<file path="src/rtl/gp9001_vram_arb.sv">
// GP9001 CPU operation sequencer with 4-phase ACK, sharing one VRAM port
// between CPU register/RAM ops and the video fetch requester.
//
// state      | meaning
// -----------+-----------------------------------------------------------
// S_IDLE     | waiting for an op level; highest-priority op is latched
// S_REG      | register/pointer op applied this cycle
// S_RAM_WAIT | CPU RAM op waiting for the VRAM port
// S_RAM_BUSY | CPU RAM access in flight on the port
// S_DONE     | ACK raised, held until every op level is low
module gp9001_vram_arb #(
    parameter int AW         = 14,
    parameter int RAM_LAT    = 1,
    parameter int STARVE_MAX = 8
) (
    input  logic          CLK96,
    input  logic          RESET96n,
    input  logic          OP_SELECT_REG,
    input  logic          OP_WRITE_REG,
    input  logic          OP_SET_RAM_PTR,
    input  logic          OP_WRITE_RAM,
    input  logic          OP_READ_RAM_H,
    input  logic          OP_READ_RAM_L,
    input  logic [15:0]   CPU_DIN,
    output logic          GP9001ACK,
    output logic [15:0]   CPU_DOUT,
    input  logic          LVBL,
    output logic [7:0]    REG_ADDR,
    output logic          REG_WE,
    output logic [15:0]   REG_DATA,
    input  logic          VID_REQ,
    input  logic [AW-1:0] VID_ADDR,
    output logic          VID_ACK,
    output logic [15:0]   VID_DATA,
    output logic [AW-1:0] VRAM_ADDR,
    output logic [15:0]   VRAM_WDATA,
    output logic          VRAM_WE,
    input  logic [15:0]   VRAM_DIN
);

    localparam int            SW         = $clog2(STARVE_MAX + 1);
    localparam logic [1:0]    LAT_INIT   = 2'(RAM_LAT);
    localparam logic [SW-1:0] STARVE_TOP = SW'(STARVE_MAX);

    typedef enum logic [2:0] {S_IDLE, S_REG, S_RAM_WAIT, S_RAM_BUSY, S_DONE} state_t;
    typedef enum logic [2:0] {K_SEL, K_WREG, K_PTR, K_WRAM, K_RDH, K_RDL} op_t;

    state_t        state, state_nx;
    op_t           op_q, op_dec;
    logic          any_op, ram_op_sel, cpu_ram_pend;
    logic          port_free, port_done, cpu_wins, grant_cpu, grant_vid;
    logic          port_busy, port_cpu;
    logic [1:0]    lat_cnt;
    logic [SW-1:0] starve;
    logic [AW-1:0] ptr;

    always_comb begin
        any_op     = OP_SELECT_REG | OP_WRITE_REG | OP_SET_RAM_PTR |
                     OP_WRITE_RAM | OP_READ_RAM_H | OP_READ_RAM_L;
        ram_op_sel = any_op & ~(OP_SELECT_REG | OP_WRITE_REG | OP_SET_RAM_PTR);
        op_dec     = K_RDL;
        if (OP_SELECT_REG)       op_dec = K_SEL;
        else if (OP_WRITE_REG)   op_dec = K_WREG;
        else if (OP_SET_RAM_PTR) op_dec = K_PTR;
        else if (OP_WRITE_RAM)   op_dec = K_WRAM;
        else if (OP_READ_RAM_H)  op_dec = K_RDH;
    end

    // A RAM op still sitting in IDLE already counts as pending, so video
    // grants made while it is being latched are charged to starvation and
    // the port is held back for the CPU when the CPU would win.
    always_comb begin
        cpu_ram_pend = (state == S_RAM_WAIT) || (state == S_IDLE && ram_op_sel);
        port_done    = port_busy && (lat_cnt == 2'd0);
        port_free    = !port_busy || (lat_cnt == 2'd0);
        cpu_wins     = cpu_ram_pend && (!LVBL || (starve == STARVE_TOP) || !VID_REQ);
        grant_cpu    = port_free && cpu_wins && (state == S_RAM_WAIT);
        grant_vid    = port_free && VID_REQ && !cpu_wins;
    end

    always_ff @(posedge CLK96 or negedge RESET96n) begin
        if (!RESET96n) state <= S_IDLE;
        else           state <= state_nx;
    end

    always_comb begin
        state_nx = state;
        case (state)
            S_IDLE:     if (any_op) state_nx = ram_op_sel ? S_RAM_WAIT : S_REG;
            S_REG:      state_nx = S_DONE;
            S_RAM_WAIT: if (grant_cpu) state_nx = S_RAM_BUSY;
            S_RAM_BUSY: if (port_done && port_cpu) state_nx = S_DONE;
            S_DONE:     if (GP9001ACK && !any_op) state_nx = S_IDLE;
            default:    state_nx = S_IDLE;
        endcase
    end

    always_ff @(posedge CLK96 or negedge RESET96n) begin
        if (!RESET96n) begin
            op_q       <= K_SEL;
            ptr        <= '0;
            starve     <= '0;
            port_busy  <= 1'b0;
            port_cpu   <= 1'b0;
            lat_cnt    <= 2'd0;
            GP9001ACK  <= 1'b0;
            CPU_DOUT   <= '0;
            REG_ADDR   <= '0;
            REG_WE     <= 1'b0;
            REG_DATA   <= '0;
            VID_ACK    <= 1'b0;
            VID_DATA   <= '0;
            VRAM_ADDR  <= '0;
            VRAM_WDATA <= '0;
            VRAM_WE    <= 1'b0;
        end else begin
            REG_WE    <= 1'b0;
            VID_ACK   <= 1'b0;
            VRAM_WE   <= grant_cpu && (op_q == K_WRAM);
            GP9001ACK <= (state == S_DONE) && !(GP9001ACK && !any_op);

            if (state == S_IDLE && any_op) op_q <= op_dec;

            if (state == S_REG) begin
                case (op_q)
                    K_SEL:   REG_ADDR <= CPU_DIN[7:0];
                    K_WREG: begin
                        REG_DATA <= CPU_DIN;
                        REG_WE   <= 1'b1;
                    end
                    K_PTR:   ptr <= CPU_DIN[AW-1:0];
                    default: ;
                endcase
            end

            if (grant_cpu) begin
                VRAM_ADDR <= ptr;
                port_busy <= 1'b1;
                port_cpu  <= 1'b1;
                if (op_q == K_WRAM) begin
                    VRAM_WDATA <= CPU_DIN;
                    lat_cnt    <= 2'd0;
                end else begin
                    lat_cnt    <= LAT_INIT;
                end
            end else if (grant_vid) begin
                VRAM_ADDR <= VID_ADDR;
                port_busy <= 1'b1;
                port_cpu  <= 1'b0;
                lat_cnt   <= LAT_INIT;
            end else if (port_done) begin
                port_busy <= 1'b0;
            end else if (port_busy) begin
                lat_cnt <= lat_cnt - 2'd1;
            end

            if (port_done) begin
                if (port_cpu) begin
                    if (op_q != K_WRAM) CPU_DOUT <= VRAM_DIN;
                    if (op_q != K_RDH)  ptr <= ptr + AW'(1);
                end else begin
                    VID_DATA <= VRAM_DIN;
                    VID_ACK  <= 1'b1;
                end
            end

            if (grant_cpu || !cpu_ram_pend)
                starve <= '0;
            else if (grant_vid && starve != STARVE_TOP)
                starve <= starve + SW'(1);
        end
    end

endmodule

</file>
<file path="config.mk">
export PLATFORM = sky130hd
export DESIGN_NAME = gp9001_vram_arb
export DESIGN_NICKNAME = d
export VERILOG_FILES = /design/src/rtl/gp9001_vram_arb.sv
export SDC_FILE = /design/constraint.sdc
export NUM_CORES = 1
export LEC_CHECK = 0
export CELL_PAD_IN_SITES_DETAIL_PLACEMENT = 1
export CELL_PAD_IN_SITES_GLOBAL_PLACEMENT = 1
export CORE_MARGIN = 2
export CORE_UTILIZATION = 40
export CTS_CLUSTER_DIAMETER = 200
export CTS_CLUSTER_SIZE = 8
export DETAILED_ROUTE_END_ITERATION = 12
export PLACE_DENSITY = 0.95
export SYNTH_ARGS = -nofsm -noshare
export SYNTH_HDL_FRONTEND = slang
export SYNTH_SLANG_ARGS = --single-unit
</file>
<file path="constraint.sdc">
create_clock -name CLK96 -period 4.4 [get_ports CLK96]
set_input_delay 0.66 -clock CLK96 [delete_from_list [all_inputs] [get_ports CLK96]]
set_output_delay 0.66 -clock CLK96 [all_outputs]
set_load 0.05 [all_outputs]
</file>
==> qor.csv, run 1 <==
metric,value,unit
Final Skew,11.3,ps
drt pass-1 iters,4,
reg2reg path depth,7,
largest net degree at the start of global routing,70,
sw power,2930,uW
Area Growth Syn to Fin,40.4,%
"Seq/Total Area, Yosys",57.2,%
VDD IR-drop max,0.000378,V
# rows,41,
Comb power frac,50.5,%
via count of the first global-routing pass,4676,
Syn. warnings,0,
startpoint types,input port,
dpl hpwl,11.1,mm
CP Capture Type,flip-flop,
CP max FO,14,
pwr/cell area,872,nW/um2
final core occ,57.4,%
Gate Count Post-Synth,466,
clk_lat worst skew,410,ps
power share of the clock group,19.1,%
Mapped Area,5160,um2
die width,118,um
Crit Reg-Reg Endpoint,VRAM_ADDR[1],
Post-Route WL,15.7,mm
vias per cell,5.24,
Post-Syn Nets,526,
wire per inst,19.7,um
final hold violations,0,
max_slew headroom,8.55,%
number of buffers created by CTS,17,
CTS hold repair buffers,0,
num ports,146,
Final min period,2850,ps
RSZ-0062 raised after global routing,false,
Main synth FF type,dfrtp_1,
Worst Path Required,4680,ps
CTS tree,yes,
GP Congestion,0.805,
first-pass GRT wire length,25.4,mm
Final setup viols,0,
GR Overflow Total,0,
Die Height,118,um
internal power,3390,uW
# resized after CTS,0,
outcome,finished clean,
"Distinct cells, synth",55,
leakage,0.00318,uW
overall routing resource usage,23.8,%
max-slew violation count,0,
Die Area,13800,um2
Hold Crit Class,in -> async,
RR Startpoint,starve[0],
H-tree Lvls,4,
Crit path arrival time,3140,ps
sequential group share of total power,30.4,%
Post-layout nets,675,
drc violations,0,
"Async S/R FF share, synth",100,%
Root Driver,clkbuf_16,
postcts setup bufs,0,
initial core utilization,40.9,%
# clock sinks,118,
Yosys reg bits,118,
number of port buffers,145,
setup TNS,0,ps
Max Cap Viol,0,
clk slew on worst S/H paths,50,ps
Fmax,350,MHz
Mean Syn Cell Area,11.1,um2
CTS max path bufs,2,
CP Class,in -> reg,
Tcrit/Tclk final,64.8,%
share of cells above drive strength 1,13.9,%
Final ANT Viol Nets,0,
Switching Fraction,46.3,%
Worst-Margin Slew,1370,ps
Core ar.,12600,um2
initial antenna violation count,1,
Initial DRC Count,218,
internal reg-to-reg setup slack,1780,ps
Post-synth EDFFs,0,
vias,4187,
==> synth_stat cells (6+ instances only) <==
cell type,number,area [um2]
a21oi_1,15,75.1
a22oi_2,9,113
clkbuf_1,9,33.8
dfrtp_1,118,2950
inv_1,25,93.8
mux2_1,8,90.1
mux2_2,38,428
nand2_1,97,364
nand3_1,9,45.0
nand4_1,6,37.5
nor2_1,20,75.1
o21ai_0,18,90.1
o21ai_1,10,50.1
==> cell usage in the layout, fill, tap and decap left out, types with 6 or more instances in the layout <==
cell / n
o21ai_1: 10
mux2_2: 38
nand3_1: 9
nand2_1: 97
nand4_1: 6
clkbuf_16: 17
nor2_1: 20
mux2_1: 8
dfrtp_1: 118
o21ai_0: 18
a22oi_2: 9
clkdlybuf4s50_1: 144
inv_1: 25
a21oi_1: 15
==> worst max-delay path, stage by stage <==
cell and delay [ps]:
clkdlybuf4s50_1 480, nor3_1 500, o41ai_2 150, a31oi_1 1030, nand2b_1 230, nand3_1 80
==> registers in the layout (all words and copies together) (netlist names) <==
signal      count
lat_cnt         2
starve          4
state           3
VRAM_ADDR      14
GP9001ACK       1
VID_ACK         1
VID_DATA       16
ptr            14
VRAM_WE         1
VRAM_WDATA     16
REG_ADDR        8
port_cpu        1
REG_WE          1
op_q            3
REG_DATA       16
CPU_DOUT       16
port_busy       1
==> logic make-up after synthesis <==
kind of cell,share of synthesized area (%)
mux,10.4
simple gates,14.2
xor+xnor,0.509
flops,57.2
compound gates,12.5
buf+inv,4.12
fa+ha+maj,0.970
==> worst max path at each step <==
| stage | from | endpoint | depth (start not counted) |
|---|---|---|---|
| floorplan | OP_WRITE_REG | VRAM_ADDR[5] | 6 |
| global placement | OP_WRITE_RAM | VRAM_ADDR[1] | 6 |
| detailed placement | OP_WRITE_RAM | VRAM_ADDR[1] | 6 |
| CTS | OP_WRITE_RAM | VRAM_ADDR[1] | 6 |
| global route | OP_WRITE_RAM | VRAM_ADDR[1] | 6 |
| finish | OP_WRITE_RAM | VRAM_ADDR[1] | 6 |
==> final cells by class <==
class,instances,area [um2]
timing repair buffer,148,1470
fill,1354,5380
sequential,118,2950
clock buffer,25,485
multi-input combinational,304,1990
tap,172,215
inverter,26,97.6
antenna,1,2.50
clock inverter,5,25.0
==> layer usage <==
metal / share of wire, % / global-route usage, %
met1: 40 / 28.2
met2: 53 / 40.8
met3: 4.4 / 6.01
met4: 3.1 / 10.8
met5: 0 / 0
==> power by group through the flow <==
stage,combinational [uW],sequential [uW],clock [uW]
after floorplan,874,3090,0
after global placement,3050,1890,0
after detailed placement,3170,1930,0
after CTS,3210,1920,1230
after global routing,3370,1980,1270
final,3190,1920,1210
==> stage by stage <==
step | instance area, um2 | worst slack (ps) | total power (uW) | std cells | hold slack, ps
finish | 7240 | 1550 | 6320 | 799 | 364
global route | 7240 | 1430 | 6620 | 799 | 441
CTS | 7240 | 1600 | 6360 | 798 | 398
detailed placement | 6730 | 1220 | 5100 | 768 | 465
global placement | 6730 | 1470 | 4940 | 768 | 457
floorplan | 5160 | 2260 | 3960 | 466 | 364
(Power assumes the default switching activity.)
==> run 2, diff against run 1 <==
CORE_UTILIZATION = 37   (was 40)
PLACE_DENSITY = 0.91   (was 0.95)
clock period = 2.78 ns   (was 4.4 ns; I/O delays follow)
==> qor.csv, run 2 (synthesis results as in run 1) <==
metric,value,unit,change
outcome,finished clean,,unchanged
wire per inst,20.6,um,was 19.7 um
# rows,43,,was 41
diode count,0,,was 1
Root Driver,clkbuf_16,,unchanged
Final Skew,7.95,ps,was 11.3 ps
Core ar.,13800,um2,was 12600 um2
Hold Crit Class,in -> async,,unchanged
Final ANT Viol Nets,0,,unchanged
initial core utilization,37.5,%,was 40.9%
GR Overflow Total,0,,unchanged
share of cells above drive strength 1,16.2,%,was 13.9%
leakage,0.00326,uW,was 0.00318 uW
Crit path arrival time,2760,ps,was 3140 ps
vias,4321,,was 4187
CTS tree,yes,,unchanged
max_slew headroom,30.2,%,was 8.55%
GP Congestion,0.834,,was 0.805
max-slew violation count,0,,unchanged
first-pass GRT wire length,26.3,mm,was 25.4 mm
# clock sinks,118,,unchanged
filler cell count,1485,,was 1354
Placed Cells,785,,was 768
Placed Area,6820,um2,was 6730 um2
Final min period,2470,ps,
initial antenna violation count,0,,was 1
RSZ-0062 raised after global routing,false,,unchanged
Tcrit/Tclk final,88.8,%,
startpoint types,flip-flop,,was input port
Final setup viols,0,,unchanged
Worst Path Required,3070,ps,was 4680 ps
overall routing resource usage,23.4,%,was 23.8%
CP max FO,15,,was 14
H-tree Lvls,4,,unchanged
final hold violations,0,,unchanged
drt pass-1 iters,4,,unchanged
CTS hold repair buffers,0,,unchanged
number of port buffers,145,,unchanged
vias per cell,5.29,,was 5.24
Pwr Total,10400,uW,was 6320 uW
Post-Route WL,16.8,mm,was 15.7 mm
largest net degree at the start of global routing,68,,was 70
number of buffers created by CTS,17,,unchanged
design area,7410,um2,was 7240 um2
Initial DRC Count,215,,was 218
Die Area,14900,um2,was 13800 um2
pwr/cell area,1400,nW/um2,was 872 nW/um2
Max Cap Viol,0,,unchanged
clk slew on worst S/H paths,60,ps,was 50 ps
postcts setup bufs,0,,unchanged
"commonest non-fill, non-tap cell in the layout",clkdlybuf4s50_1,,unchanged
Die Height,122,um,was 118 um
final core occ,53.8,%,was 57.4%
CTS max path bufs,2,,unchanged
dpl hpwl,11.4,mm,was 11.1 mm
die width,122,um,was 118 um
CP Class,reg -> reg,,was in -> reg
most frequent cells in the layout,"144 x clkdlybuf4s50_1, 118 x dfrtp_1, 97 x nand2_1",,unchanged
Post-layout nets,684,,was 675
clk_lat worst skew,420,ps,was 410 ps
Fmax,405,MHz,
Non-Filler Instances,817,,was 799
CP Capture Type,flip-flop,,unchanged
num ports,146,,unchanged
VDD IR-drop max,0.000723,V,was 0.000378 V
setup TNS,0,ps,unchanged
Area Growth Syn to Fin,43.7,%,was 40.4%
# resized after CTS,0,,unchanged
via count of the first global-routing pass,4839,,was 4676
Worst-Margin Slew,1050,ps,was 1370 ps
drc violations,0,,unchanged
## run 2: cell count changes in the layout (fill, tap and decap cells not counted), sizes merged
| cell | before | now |
|---|---|---|
| buf | 4 | 13 |
| bufinv | 0 | 2 |
| clkbuf | 25 | 17 |
| clkinvlp | 0 | 2 |
| diode | 1 | 0 |
| inv | 25 | 31 |
## run 2: cell type report
class,count,area [um2],area share [%]
clock inverter,15,168,2.26
sequential,118,2950,39.8
clock buffer,17,425,5.74
multi-input combinational,304,1990,26.9
tap,180,225,3.04
inverter,26,97.6,1.32
timing repair buffer,157,1550,20.9
## run 2: worst max-delay path: stages (launching register included)
cell and delay, ps:
dfrtp_1 490, nor4_1 370, buf_4 180, a2111oi_4 60
a21oi_2 800, a22oi_1 210, o21ai_0 220
## run 2: per-layer routing
layer  vias up  global-route usage (%)  wire (um)
met2       144                    40.4       8670
met1      2201                    27.5       6740
li1       1935                       -          -
met5         -                       0          0
met3        41                    5.43        792
met4         0                    11.1        594
## run 2: worst paths after layout
kind	start	slack, ps	depth (start not counted)	to
max in group asynchronous	RESET96n	1880	2	state[1]
hold reg to reg	REG_DATA[13]	490	2	REG_DATA[13]
min in group CLK96	REG_DATA[13]	490	2	REG_DATA[13]
setup reg to reg	state[1]	310	6	VRAM_ADDR[3]
hold / removal	RESET96n	120	1	REG_DATA[9]
setup / recovery	state[1]	310	6	VRAM_ADDR[3]
## run 2: power by group
part | internal, uW | switching (uW)
sequential | 2460 | 621
combinational | 1750 | 3360
clock | 1340 | 865
## run 2: per-stage QoR
stage                     hold slack (ps)  setup WS [ps]
after detailed placement              467           51.8
final                                 116            312
after CTS                             142            393
after floorplan                       121            829
after global routing                  157            217
after global placement                459            237
